$ cat src/rtl/mask_data_credit_ctrl_pkg.sv
// Shared types and width helpers for the mask_data credit controller.
// Includes the FSM state type and a generic popcount over a zero-extended keep vector.
package mask_data_credit_ctrl_pkg;

  typedef enum logic [1:0] {
    ST_RUN,
    ST_DRAIN,
    ST_RESTORE
  } state_e;

  localparam int unsigned POPCOUNT_MAXW = 64;

  function automatic int unsigned addr_width(input int unsigned bytes);
    return $clog2(bytes);
  endfunction

  function automatic int unsigned count_width(input int unsigned bytes);
    return $clog2(bytes + 1);
  endfunction

  function automatic int unsigned popcount(input logic [POPCOUNT_MAXW-1:0] v);
    int unsigned n;
    n = 0;
    for (int unsigned i = 0; i < POPCOUNT_MAXW; i++) begin
      n += 32'(v[i]);
    end
    return n;
  endfunction

endpackage

$ cat src/rtl/mask_data_credit_ctrl_if.sv
// Issue, check, return and flush signals between mask_data glue and the credit controller.
// The master modport belongs to the environment; the slave modport belongs to the controller.
interface mask_data_credit_ctrl_if
  import mask_data_credit_ctrl_pkg::*;
#(
  parameter int unsigned BUSBYTEWIDTH = 16,
  parameter int unsigned BYTESAVAIL   = 32,
  parameter int unsigned DROPW        = 32
);
  localparam int unsigned AW = addr_width(BYTESAVAIL);
  localparam int unsigned CW = count_width(BYTESAVAIL);

  logic                    businvld;
  logic [BUSBYTEWIDTH-1:0] businkeep;
  logic [AW-1:0]           bytesavailout;
  logic                    busoutvld;
  logic [BUSBYTEWIDTH-1:0] busoutkeep;
  logic                    rdvld;
  logic [CW-1:0]           rdbytes;
  logic                    flush;
  logic                    flushdone;
  logic [CW-1:0]           credits;
  logic [DROPW-1:0]        dropcount;
  logic                    mismatch;
  logic                    overflowerr;

  modport master (
    output businvld, businkeep, busoutvld, busoutkeep, rdvld, rdbytes, flush,
    input  bytesavailout, flushdone, credits, dropcount, mismatch, overflowerr
  );

  modport slave (
    input  businvld, businkeep, busoutvld, busoutkeep, rdvld, rdbytes, flush,
    output bytesavailout, flushdone, credits, dropcount, mismatch, overflowerr
  );

endinterface

$ cat src/rtl/mask_data_credit_ctrl_keep_popcount.sv
// Counts set bits in a keep vector; used for both the issued beat and the mask_data output.
module keep_popcount
  import mask_data_credit_ctrl_pkg::*;
#(
  parameter int unsigned W  = 16,
  parameter int unsigned PW = count_width(W)
) (
  input  logic [W-1:0]  keep,
  output logic [PW-1:0] count
);

  logic [POPCOUNT_MAXW-1:0] keep_ext;

  always_comb begin
    keep_ext        = '0;
    keep_ext[W-1:0] = keep;
    count           = PW'(popcount(keep_ext));
  end

endmodule

$ cat src/rtl/mask_data_credit_ctrl.sv
// Credit controller for mask_data: reserves downstream space at issue, checks the trimmed
// output against that reservation, counts dropped bytes and sequences a drain/restore flush.
module mask_data_credit_ctrl
  import mask_data_credit_ctrl_pkg::*;
#(
  parameter int unsigned BUSBYTEWIDTH = 16,
  parameter int unsigned BYTESAVAIL   = 32,
  parameter int unsigned MASKLATENCY  = 4,
  parameter int unsigned DROPW        = 32
) (
  input logic                    clk,
  input logic                    reset,
  mask_data_credit_ctrl_if.slave bus
);

  localparam int unsigned AW   = addr_width(BYTESAVAIL);
  localparam int unsigned CW   = count_width(BYTESAVAIL);
  localparam int unsigned PW   = count_width(BUSBYTEWIDTH);
  localparam int unsigned RW   = (PW > CW) ? PW : CW;
  localparam int unsigned SW   = RW + 1;
  localparam int unsigned DSW  = DROPW + 1;
  localparam int unsigned CNTW = (MASKLATENCY > 1) ? $clog2(MASKLATENCY) : 1;

  state_e                           state_q, state_d;
  logic [CNTW-1:0]                  cnt_q, cnt_d;
  logic [CW-1:0]                    credits_q, credits_d;
  logic [DROPW-1:0]                 dropcount_q, dropcount_d;
  logic                             flushdone_q, flushdone_d;
  logic                             mismatch_q, mismatch_d;
  logic                             overflow_q, overflow_d;
  logic [MASKLATENCY-1:0]           dly_vld_q, dly_vld_d;
  logic [MASKLATENCY-1:0][PW-1:0]   dly_res_q, dly_res_d;

  logic [PW-1:0]  pop_in, pop_out;
  logic [AW-1:0]  avail;
  logic [RW-1:0]  pop_r, avail_r, reserve;
  logic [SW-1:0]  credit_sum;
  logic [DSW-1:0] drop_sum;

  keep_popcount #(.W(BUSBYTEWIDTH), .PW(PW)) u_pop_issue (
    .keep  (bus.businkeep),
    .count (pop_in)
  );

  keep_popcount #(.W(BUSBYTEWIDTH), .PW(PW)) u_pop_check (
    .keep  (bus.busoutkeep),
    .count (pop_out)
  );

  // Advertised space comes from flops only; it saturates because AW cannot encode BYTESAVAIL.
  always_comb begin
    avail = '0;
    if (state_q == ST_RUN) begin
      if (credits_q > CW'(BYTESAVAIL - 1)) begin
        avail = AW'(BYTESAVAIL - 1);
      end else begin
        avail = AW'(credits_q);
      end
    end
  end

  always_comb begin
    pop_r   = RW'(pop_in);
    avail_r = RW'(avail);
    reserve = '0;
    if (bus.businvld && (state_q == ST_RUN)) begin
      reserve = (pop_r < avail_r) ? pop_r : avail_r;
    end

    credit_sum = SW'(credits_q) - SW'(reserve) + (bus.rdvld ? SW'(bus.rdbytes) : '0);
    credits_d  = credits_q;
    overflow_d = overflow_q;
    if (state_q == ST_RESTORE) begin
      credits_d = CW'(BYTESAVAIL);
    end else if (credit_sum > SW'(BYTESAVAIL)) begin
      credits_d  = CW'(BYTESAVAIL);
      overflow_d = 1'b1;
    end else begin
      credits_d = CW'(credit_sum);
    end

    drop_sum    = {1'b0, dropcount_q} + DSW'(pop_r - reserve);
    dropcount_d = dropcount_q;
    if (bus.businvld) begin
      dropcount_d = drop_sum[DROPW] ? '1 : drop_sum[DROPW-1:0];
    end
  end

  // The tail of the delay line lines up with what mask_data should emit this cycle.
  always_comb begin
    dly_vld_d[0] = bus.businvld;
    dly_res_d[0] = PW'(reserve);
    for (int unsigned i = 1; i < MASKLATENCY; i++) begin
      dly_vld_d[i] = dly_vld_q[i-1];
      dly_res_d[i] = dly_res_q[i-1];
    end
    mismatch_d = mismatch_q
               | (dly_vld_q[MASKLATENCY-1] != bus.busoutvld)
               | (dly_res_q[MASKLATENCY-1] != pop_out);
  end

  always_comb begin
    state_d     = state_q;
    cnt_d       = cnt_q;
    flushdone_d = 1'b0;
    unique case (state_q)
      ST_RUN: begin
        if (bus.flush) begin
          state_d = ST_DRAIN;
          cnt_d   = CNTW'(MASKLATENCY - 1);
        end
      end
      ST_DRAIN: begin
        if (cnt_q == '0) begin
          state_d = ST_RESTORE;
        end else begin
          cnt_d = cnt_q - 1'b1;
        end
      end
      ST_RESTORE: begin
        state_d     = ST_RUN;
        flushdone_d = 1'b1;
      end
      default: state_d = ST_RUN;
    endcase
  end

  always_ff @(posedge clk or negedge reset) begin
    if (!reset) begin
      state_q     <= ST_RUN;
      cnt_q       <= '0;
      credits_q   <= CW'(BYTESAVAIL);
      dropcount_q <= '0;
      flushdone_q <= 1'b0;
      mismatch_q  <= 1'b0;
      overflow_q  <= 1'b0;
      dly_vld_q   <= '0;
      dly_res_q   <= '0;
    end else begin
      state_q     <= state_d;
      cnt_q       <= cnt_d;
      credits_q   <= credits_d;
      dropcount_q <= dropcount_d;
      flushdone_q <= flushdone_d;
      mismatch_q  <= mismatch_d;
      overflow_q  <= overflow_d;
      dly_vld_q   <= dly_vld_d;
      dly_res_q   <= dly_res_d;
    end
  end

  assign bus.bytesavailout = avail;
  assign bus.flushdone     = flushdone_q;
  assign bus.credits       = credits_q;
  assign bus.dropcount     = dropcount_q;
  assign bus.mismatch      = mismatch_q;
  assign bus.overflowerr   = overflow_q;

endmodule

$ cat src/flat_wrapper.sv
// flat-port wrapper written by rule: the top's interface ports become plain ports
module mask_data_credit_ctrl_flat import mask_data_credit_ctrl_pkg::*;
#(
  parameter int unsigned BUSBYTEWIDTH = 16,
  parameter int unsigned BYTESAVAIL   = 32,
  parameter int unsigned MASKLATENCY  = 4,
  parameter int unsigned DROPW        = 32
)
  (clk, reset, bus_businvld, bus_businkeep, bus_busoutvld, bus_busoutkeep, bus_rdvld, bus_rdbytes, bus_flush, bus_bytesavailout, bus_flushdone, bus_credits, bus_dropcount, bus_mismatch, bus_overflowerr);
  mask_data_credit_ctrl_if #(.BUSBYTEWIDTH(BUSBYTEWIDTH), .BYTESAVAIL(BYTESAVAIL), .DROPW(DROPW)) bus_i ();
  input logic clk;
  input logic reset;
  input wire logic [$bits(bus_i.businvld)-1:0] bus_businvld;
  input wire logic [$bits(bus_i.businkeep)-1:0] bus_businkeep;
  input wire logic [$bits(bus_i.busoutvld)-1:0] bus_busoutvld;
  input wire logic [$bits(bus_i.busoutkeep)-1:0] bus_busoutkeep;
  input wire logic [$bits(bus_i.rdvld)-1:0] bus_rdvld;
  input wire logic [$bits(bus_i.rdbytes)-1:0] bus_rdbytes;
  input wire logic [$bits(bus_i.flush)-1:0] bus_flush;
  output wire logic [$bits(bus_i.bytesavailout)-1:0] bus_bytesavailout;
  output wire logic [$bits(bus_i.flushdone)-1:0] bus_flushdone;
  output wire logic [$bits(bus_i.credits)-1:0] bus_credits;
  output wire logic [$bits(bus_i.dropcount)-1:0] bus_dropcount;
  output wire logic [$bits(bus_i.mismatch)-1:0] bus_mismatch;
  output wire logic [$bits(bus_i.overflowerr)-1:0] bus_overflowerr;
  assign bus_i.businvld = bus_businvld;
  assign bus_i.businkeep = bus_businkeep;
  assign bus_i.busoutvld = bus_busoutvld;
  assign bus_i.busoutkeep = bus_busoutkeep;
  assign bus_i.rdvld = bus_rdvld;
  assign bus_i.rdbytes = bus_rdbytes;
  assign bus_i.flush = bus_flush;
  assign bus_bytesavailout = bus_i.bytesavailout;
  assign bus_flushdone = bus_i.flushdone;
  assign bus_credits = bus_i.credits;
  assign bus_dropcount = bus_i.dropcount;
  assign bus_mismatch = bus_i.mismatch;
  assign bus_overflowerr = bus_i.overflowerr;
  mask_data_credit_ctrl #(.BUSBYTEWIDTH(BUSBYTEWIDTH), .BYTESAVAIL(BYTESAVAIL), .MASKLATENCY(MASKLATENCY), .DROPW(DROPW)) u_core (.clk(clk), .reset(reset), .bus(bus_i));
endmodule
$ cat config.mk
export PLATFORM = sky130hd
export DESIGN_NAME = mask_data_credit_ctrl_flat
export DESIGN_NICKNAME = d
export VERILOG_FILES = /design/src/rtl/mask_data_credit_ctrl_pkg.sv /design/src/rtl/mask_data_credit_ctrl_if.sv /design/src/rtl/mask_data_credit_ctrl_keep_popcount.sv /design/src/rtl/mask_data_credit_ctrl.sv /design/src/flat_wrapper.sv
export SDC_FILE = /design/constraint.sdc
export NUM_CORES = 1
export LEC_CHECK = 0
export ABC_CLOCK_PERIOD_IN_PS = 7000
export BUFFER_PORTS_ARGS = -buffer_cell sky130_fd_sc_hd__buf_2
export CAP_MARGIN = 20
export CELL_PAD_IN_SITES_DETAIL_PLACEMENT = 0
export CELL_PAD_IN_SITES_GLOBAL_PLACEMENT = 1
export CORE_AREA = 2 2 92 160
export CTS_CLUSTER_DIAMETER = 40
export DETAILED_ROUTE_END_ITERATION = 6
export DIE_AREA = 0 0 94 162
export GPL_TIMING_DRIVEN = 1
export PLACE_DENSITY = 0.87
export SYNTH_ARGS = -nofsm -noshare
export SYNTH_HDL_FRONTEND = slang
export SYNTH_SLANG_ARGS = --single-unit
$ cat constraint.sdc
create_clock -name clk -period 7 [get_ports clk]
set_clock_uncertainty 0.05 [all_clocks]
set_input_delay 0.35 -clock clk [delete_from_list [all_inputs] [get_ports clk]]
set_output_delay 0.35 -clock clk [all_outputs]
set_load 0.03 [all_outputs]
[Word-level counts from Yosys, hierarchy flattened]
Index checks and enable logic that the tools add are counted.
Operators by class
  bitwise operators: 3
  add/subtract/negate cells: 35
  reductions and logical operators: 7
  eq/ne operators: 7
  muxes and demuxes: 15
  order comparisons: 3
Operator list (number)
  adder 5 x 1 -> 5 bit: 22
  adder 32 x 33 -> 33 bit: 1
  2-to-1 mux 32 bit: 1
  2-to-1 mux 6 bit: 4
  2-to-1 mux 5 bit: 3
  adder 4 x 1 -> 5 bit: 2
  adder 3 x 1 -> 4 bit: 2
  2-to-1 mux 2 bit: 4
  case mux 2 bit (2 select lines): 2
  adder 7 bit: 1
  greater-than comparator 7 x 6 -> 1 bit (second input constant): 1
  subtractor 5 x 6 -> 7 bit: 1
  subtractor 6 x 6 -> 7 bit: 1
  adder 2 x 1 -> 3 bit: 2
  greater-than comparator 6 x 5 -> 1 bit (second input constant): 1
  < comparator 5 bit: 1
  inequality test 5 bit: 1
  adder 1 x 1 -> 2 bit: 2
  zero test 2 bit: 2
  inequality test 2 bit (second input constant): 2
  AND reduction 2 bit: 2
  AND reduction 3 bit: 1
  == test 2 x 1 -> 1 bit (second input constant): 1
  == test 2 bit (second input constant): 1
  other kinds (8): 9
Storage, ports and cells
  word-level logic and storage cells: 82
  input port bits: 44
  register bits: 69
  output and inout port bits: 46

[Logic depth before layout (Yosys ltp)]
  depth in word-level cells: 23
  gate-level depth with buffers: 39
  depth with buffers taken out: 37

[Cells and area by module]
A second synthesis with hierarchy kept.
Second synthesis, totals
  cell total of the unflattened synthesis: 601
  area, all modules: 5788.1 sq um
By module, submodules not included
  mask_data_credit_ctrl: cells each 507, area an instance 4972.3 sq um, times used 1
  keep_popcount: cells each 47, area an instance 407.9 sq um, times used 2

[Worst setup path after synthesis]
No wires, ideal clock.
  path kind: input to register
  start: in bus_businkeep[0]
  end: reg u_core.dropcount_q[1] (netlist: u_core.bus.dropcount[1])
  required time: 6.809 ns
  library setup time: 0.141 ns
  slack: -2.326 ns
  stages on the path: 36
  arrival time: 9.135 ns
  cell sequence: inv_1 -> fa_1 -> fa_1 -> fa_1 -> fa_1 -> inv_1 -> ha_1 -> fa_1 -> xnor2_1 -> inv_1 -> ha_1 -> a21oi_1 -> a22o_1 -> o21ai_0 -> a21oi_1 -> clkbuf_1 -> nor3_1 -> a21oi_1 -> nand2_1 -> ha_1 -> nor2b_1 -> o21ai_0 -> o21ai_0 -> a21o_1 -> a21oi_1 -> ha_1 -> a211oi_1 -> o21ai_0 -> a221o_1 -> o211ai_2 -> a31oi_2 -> a311o_1 -> a21oi_2 -> xor2_2 -> buf_6 -> a31oi_1
On the way
  longest elaborated chain between the ends: 21
Ends and longest elaborated chain
  from (decl): line flat_wrapper.sv:14  | input wire logic [$bits(bus_i.businkeep)-1:0] bus_businkeep;
  adder 1 x 1 -> 2 bit (*): line mask_data_credit_ctrl_pkg.sv:25  | n += 32'(v[i]);
  adder 2 x 1 -> 3 bit (*): line mask_data_credit_ctrl_pkg.sv:25
  adder 3 x 1 -> 4 bit (*): line mask_data_credit_ctrl_pkg.sv:25
  adder 4 x 1 -> 5 bit (*): line mask_data_credit_ctrl_pkg.sv:25
  adder 5 x 1 -> 5 bit (*) (11 in series): line mask_data_credit_ctrl_pkg.sv:25
  < comparator 5 bit: line mask_data_credit_ctrl.sv:67  | reserve = (pop_r < avail_r) ? pop_r : avail_r;
  2-to-1 mux 5 bit: line mask_data_credit_ctrl.sv:67
  2-to-1 mux 6 bit: line mask_data_credit_ctrl.sv:66  | if (bus.businvld && (state_q == ST_RUN)) begin
  subtractor 5 x 6 -> 7 bit (*): line mask_data_credit_ctrl.sv:82  | drop_sum = {1'b0, dropcount_q} + DSW'(pop_r - reserve);
  adder 32 x 33 -> 33 bit (*): line mask_data_credit_ctrl.sv:82
  2-to-1 mux 32 bit (*): line mask_data_credit_ctrl.sv:85  | dropcount_d = drop_sum[DROPW] ? '1 : drop_sum[DROPW-1:0];
  to (signal assigned): line mask_data_credit_ctrl.sv:143  | dropcount_q <= dropcount_d;
  to (decl): line mask_data_credit_ctrl.sv:27  | logic [DROPW-1:0] dropcount_q, dropcount_d;
Mark *: on every way between the ends. The rest lies on a longest branch, timed or not.
A chain may end at the register's enable or synchronous reset.

[Final worst setup path]
  start: in bus_businkeep[0]
  end: reg u_core.dropcount_q[23] (netlist: u_core.bus.dropcount[23])
The elaborated chain is that of the path after synthesis.

==> results.yml <==
yosys:
  synth_flop_cell: "dfrtp_1"
  synth_top_area_share_pct: 31.1
  synth_cells: 604
  synth-edff-count: 0
  synth_cell_type_count: 52
  ys_ff_latch: 69
  async_flop_share_pct: 100
  syn-num-nets: 734
  synthTopCellsByArea: "dfrtp_1 31%, ha_1 14%, fa_1 9.9%"
  synthTopCellsByCount: "88 x inv_1, 68 x dfrtp_1, 66 x nor2_1"
  ys_seq_area_share_pct: 31.6
  synth_top_area_cell: "dfrtp_1"
  synthesis.area_sq_mm: 0.00547
  synthMostInstantiatedCell: "inv_1"
  synth_area_per_cell_sq_um: 9.05
  yosys_warnings: 0
worst_setup_path:
  crit_path_top_delay_cell: "fa_1"
  worst-path-buf-inv: 10
  endpoint_kind: "flop"
  worstSetupPathType: "primary input to flop"
  crit_start: "bus_businkeep[0]"
  r2r-start: "u_core.state_q[0]"
  arrival_ns: 8.16
  critPathTopFamily: "adder cells"
  critPathMaxFanout: 8
  crit_top_cell: "fa_1"
  required_ns: 7.12
  slowest_delay_ns: 0.56
  startpoint_type: "primary input"
floorplanning:
  rows: 57
  start_util_pct: 39.3
  die_w_um: 94
  dieArea_sq_mm: 0.0152
  core_area_sq_mm: 0.0139
  ioPinCount: 90
  die_height_um: 162
run_status:
  violations: "setup timing"
  status: "complete, but fails checks"
global_routing:
  grt-ovfl-total: 0
  antenna_found_initial: 0
  groute.usage.overall_pct: 19.9
  grt_max_degree: 70
  grt_pass1_wl_um: 24300
  grt_pass1_vias: 5462
cts:
  clock_latency_ns: 0.34
  clock_path_buffers: 2
  cts_tree: "yes"
  cts_hold_buf: 0
  clkTransAtPathRegs_ns: 0.06
  cts_made_buffers: 9
  cts_sinks: 69
  cts_root_buffer: "clkbuf_16"
  htreeDepth: 3
flow_run:
  maxCapViolations: 0
detailed_routing:
  drtAntennaViolNets: 0
  num_vias: 5125
  drc: 0
  top_layer: "met4"
  totalWireLength_um: 14500
  viasPerCell: 5.13
  wl_met1_um: 5040
  met3_length_um: 556
  first_iter_violations: 199
  met2_length_um: 8180
  wl_per_cell_um: 14.5
  first_pass_iters: 6
layout:
  drive_gt1_share_pct: 35.0
  nets: 947
  diodes: 0
  area_delta_synth_final_pct: 40.8
sta:
  period_share_pct: 115
  rsz0062_at_grt: "yes"
  max-slew-margin-rel_pct: 41.3
  hold_violations: 0
  min_period_ns: 8.04
  max_freq_mhz: 124
  maxSlewViolCount: 0
  worst_pin_slew_ns: 0.880
  setup_viol: 32
  hold_ws_ns: 0.133
  fin_ws_ns: -1.04
place:
  gp_congestion: 0.861
  io_buffers: 89
  dpl.hpwl_um: 11000
  dp_slack_ns: -1.87
min_path:
  hold_path_class: "primary input to asynchronous set/reset pin"
-- timing repair --
item	in CTS	in global routing
pin swaps	21	21
buffers inserted	12	8
endpoints found under the setup margin	38	39
resized for setup	26	27
gates cloned	1	0
-- flip-flops by register name, indices dropped and copies added (netlist names) --
| name | count |
|---|---|
| u_core.bus.overflowerr | 1 |
| u_core.bus.mismatch | 1 |
| u_core.bus.dropcount | 32 |
| u_core.bus.credits | 6 |
| u_core.dly_res_q | 5 |
| u_core.cnt_q | 2 |
| u_core.dly_res_d | 15 |
| u_core.dly_vld_q | 4 |
| u_core.state_q | 2 |
| u_core.bus.flushdone | 1 |
-- layout by cell type, fill, tap and decap left out, drive strengths merged, types with 2 or more instances in the layout --
cell	instances
nor3	7
ha	59
clkbuf	11
nand3	6
nor3b	2
o211ai	3
a31oi	36
mux2i	2
o21bai	7
a21oi	45
and4	3
a21o	17
or3	4
nand4	2
inv	88
a211oi	6
and2	6
nor2	66
nand2	33
dfrtp	68
clkinv	3
xnor2	24
buf	215
o21ai	29
nand2b	5
fa	27
nor2b	5
xor2	20
a21boi	3
and3	2
-- layout make-up --
cell class	instances	area (sq um)
clock inverter	5	60.1
fill	1238	6210
sequential	69	1730
tap	177	221
timing repair buffer	215	1460
multi-input combinational	434	3640
clock buffer	11	243
inverter	88	340
-- cell families after synthesis --
| kind of cell | after synthesis | synth area share, % |
|---|---|---|
| AND/OR/NAND/NOR | 143 | 11.7 |
| multiplexers | 2 | 0.366 |
| AO/OA/AOI/OAI | 159 | 18.4 |
| XOR/XNOR | 44 | 7.19 |
| adder cells (fa/ha/maj) | 86 | 23.4 |
| flip-flops | 69 | 31.6 |
| buffers and inverters | 101 | 7.35 |
-- routing by layer --
metal	vias up	global-route usage, %
li1	2489	-
met1	2457	19.7
met2	130	38.0
met3	49	3.34
met4	0	11.2
met5	-	0
-- metrics by stage --
step	cells	util, %	TNS, ns	cell area, sq um
global placement	965	50.6	-52.57	7030
CTS	994	54.3	-31.75	7550
floorplan	604	-	-38.18	5620
detailed placement	965	50.6	-61.22	7030
finish	999	55.3	-32.20	7690
global route	999	55.3	-45.61	7690
-- path summary, 6_finish.rpt --
check                                           end  slack [ns]  cells past startpoint
max reg2reg                u_core.bus.dropcount[23]        0.80                     31
max                        u_core.bus.dropcount[23]       -1.04                     40
min                           u_core.bus.credits[1]        0.13                      2
max in group asynchronous   u_core.bus.dropcount[7]        6.15                      2
min reg2reg                     u_core.dly_vld_q[2]        0.30                      0
min in group clk                  u_core.state_q[0]        0.23                      3
Power is not shown: default switching activity piles up to over one toggle a cycle in this logic, so the estimate is an artifact.
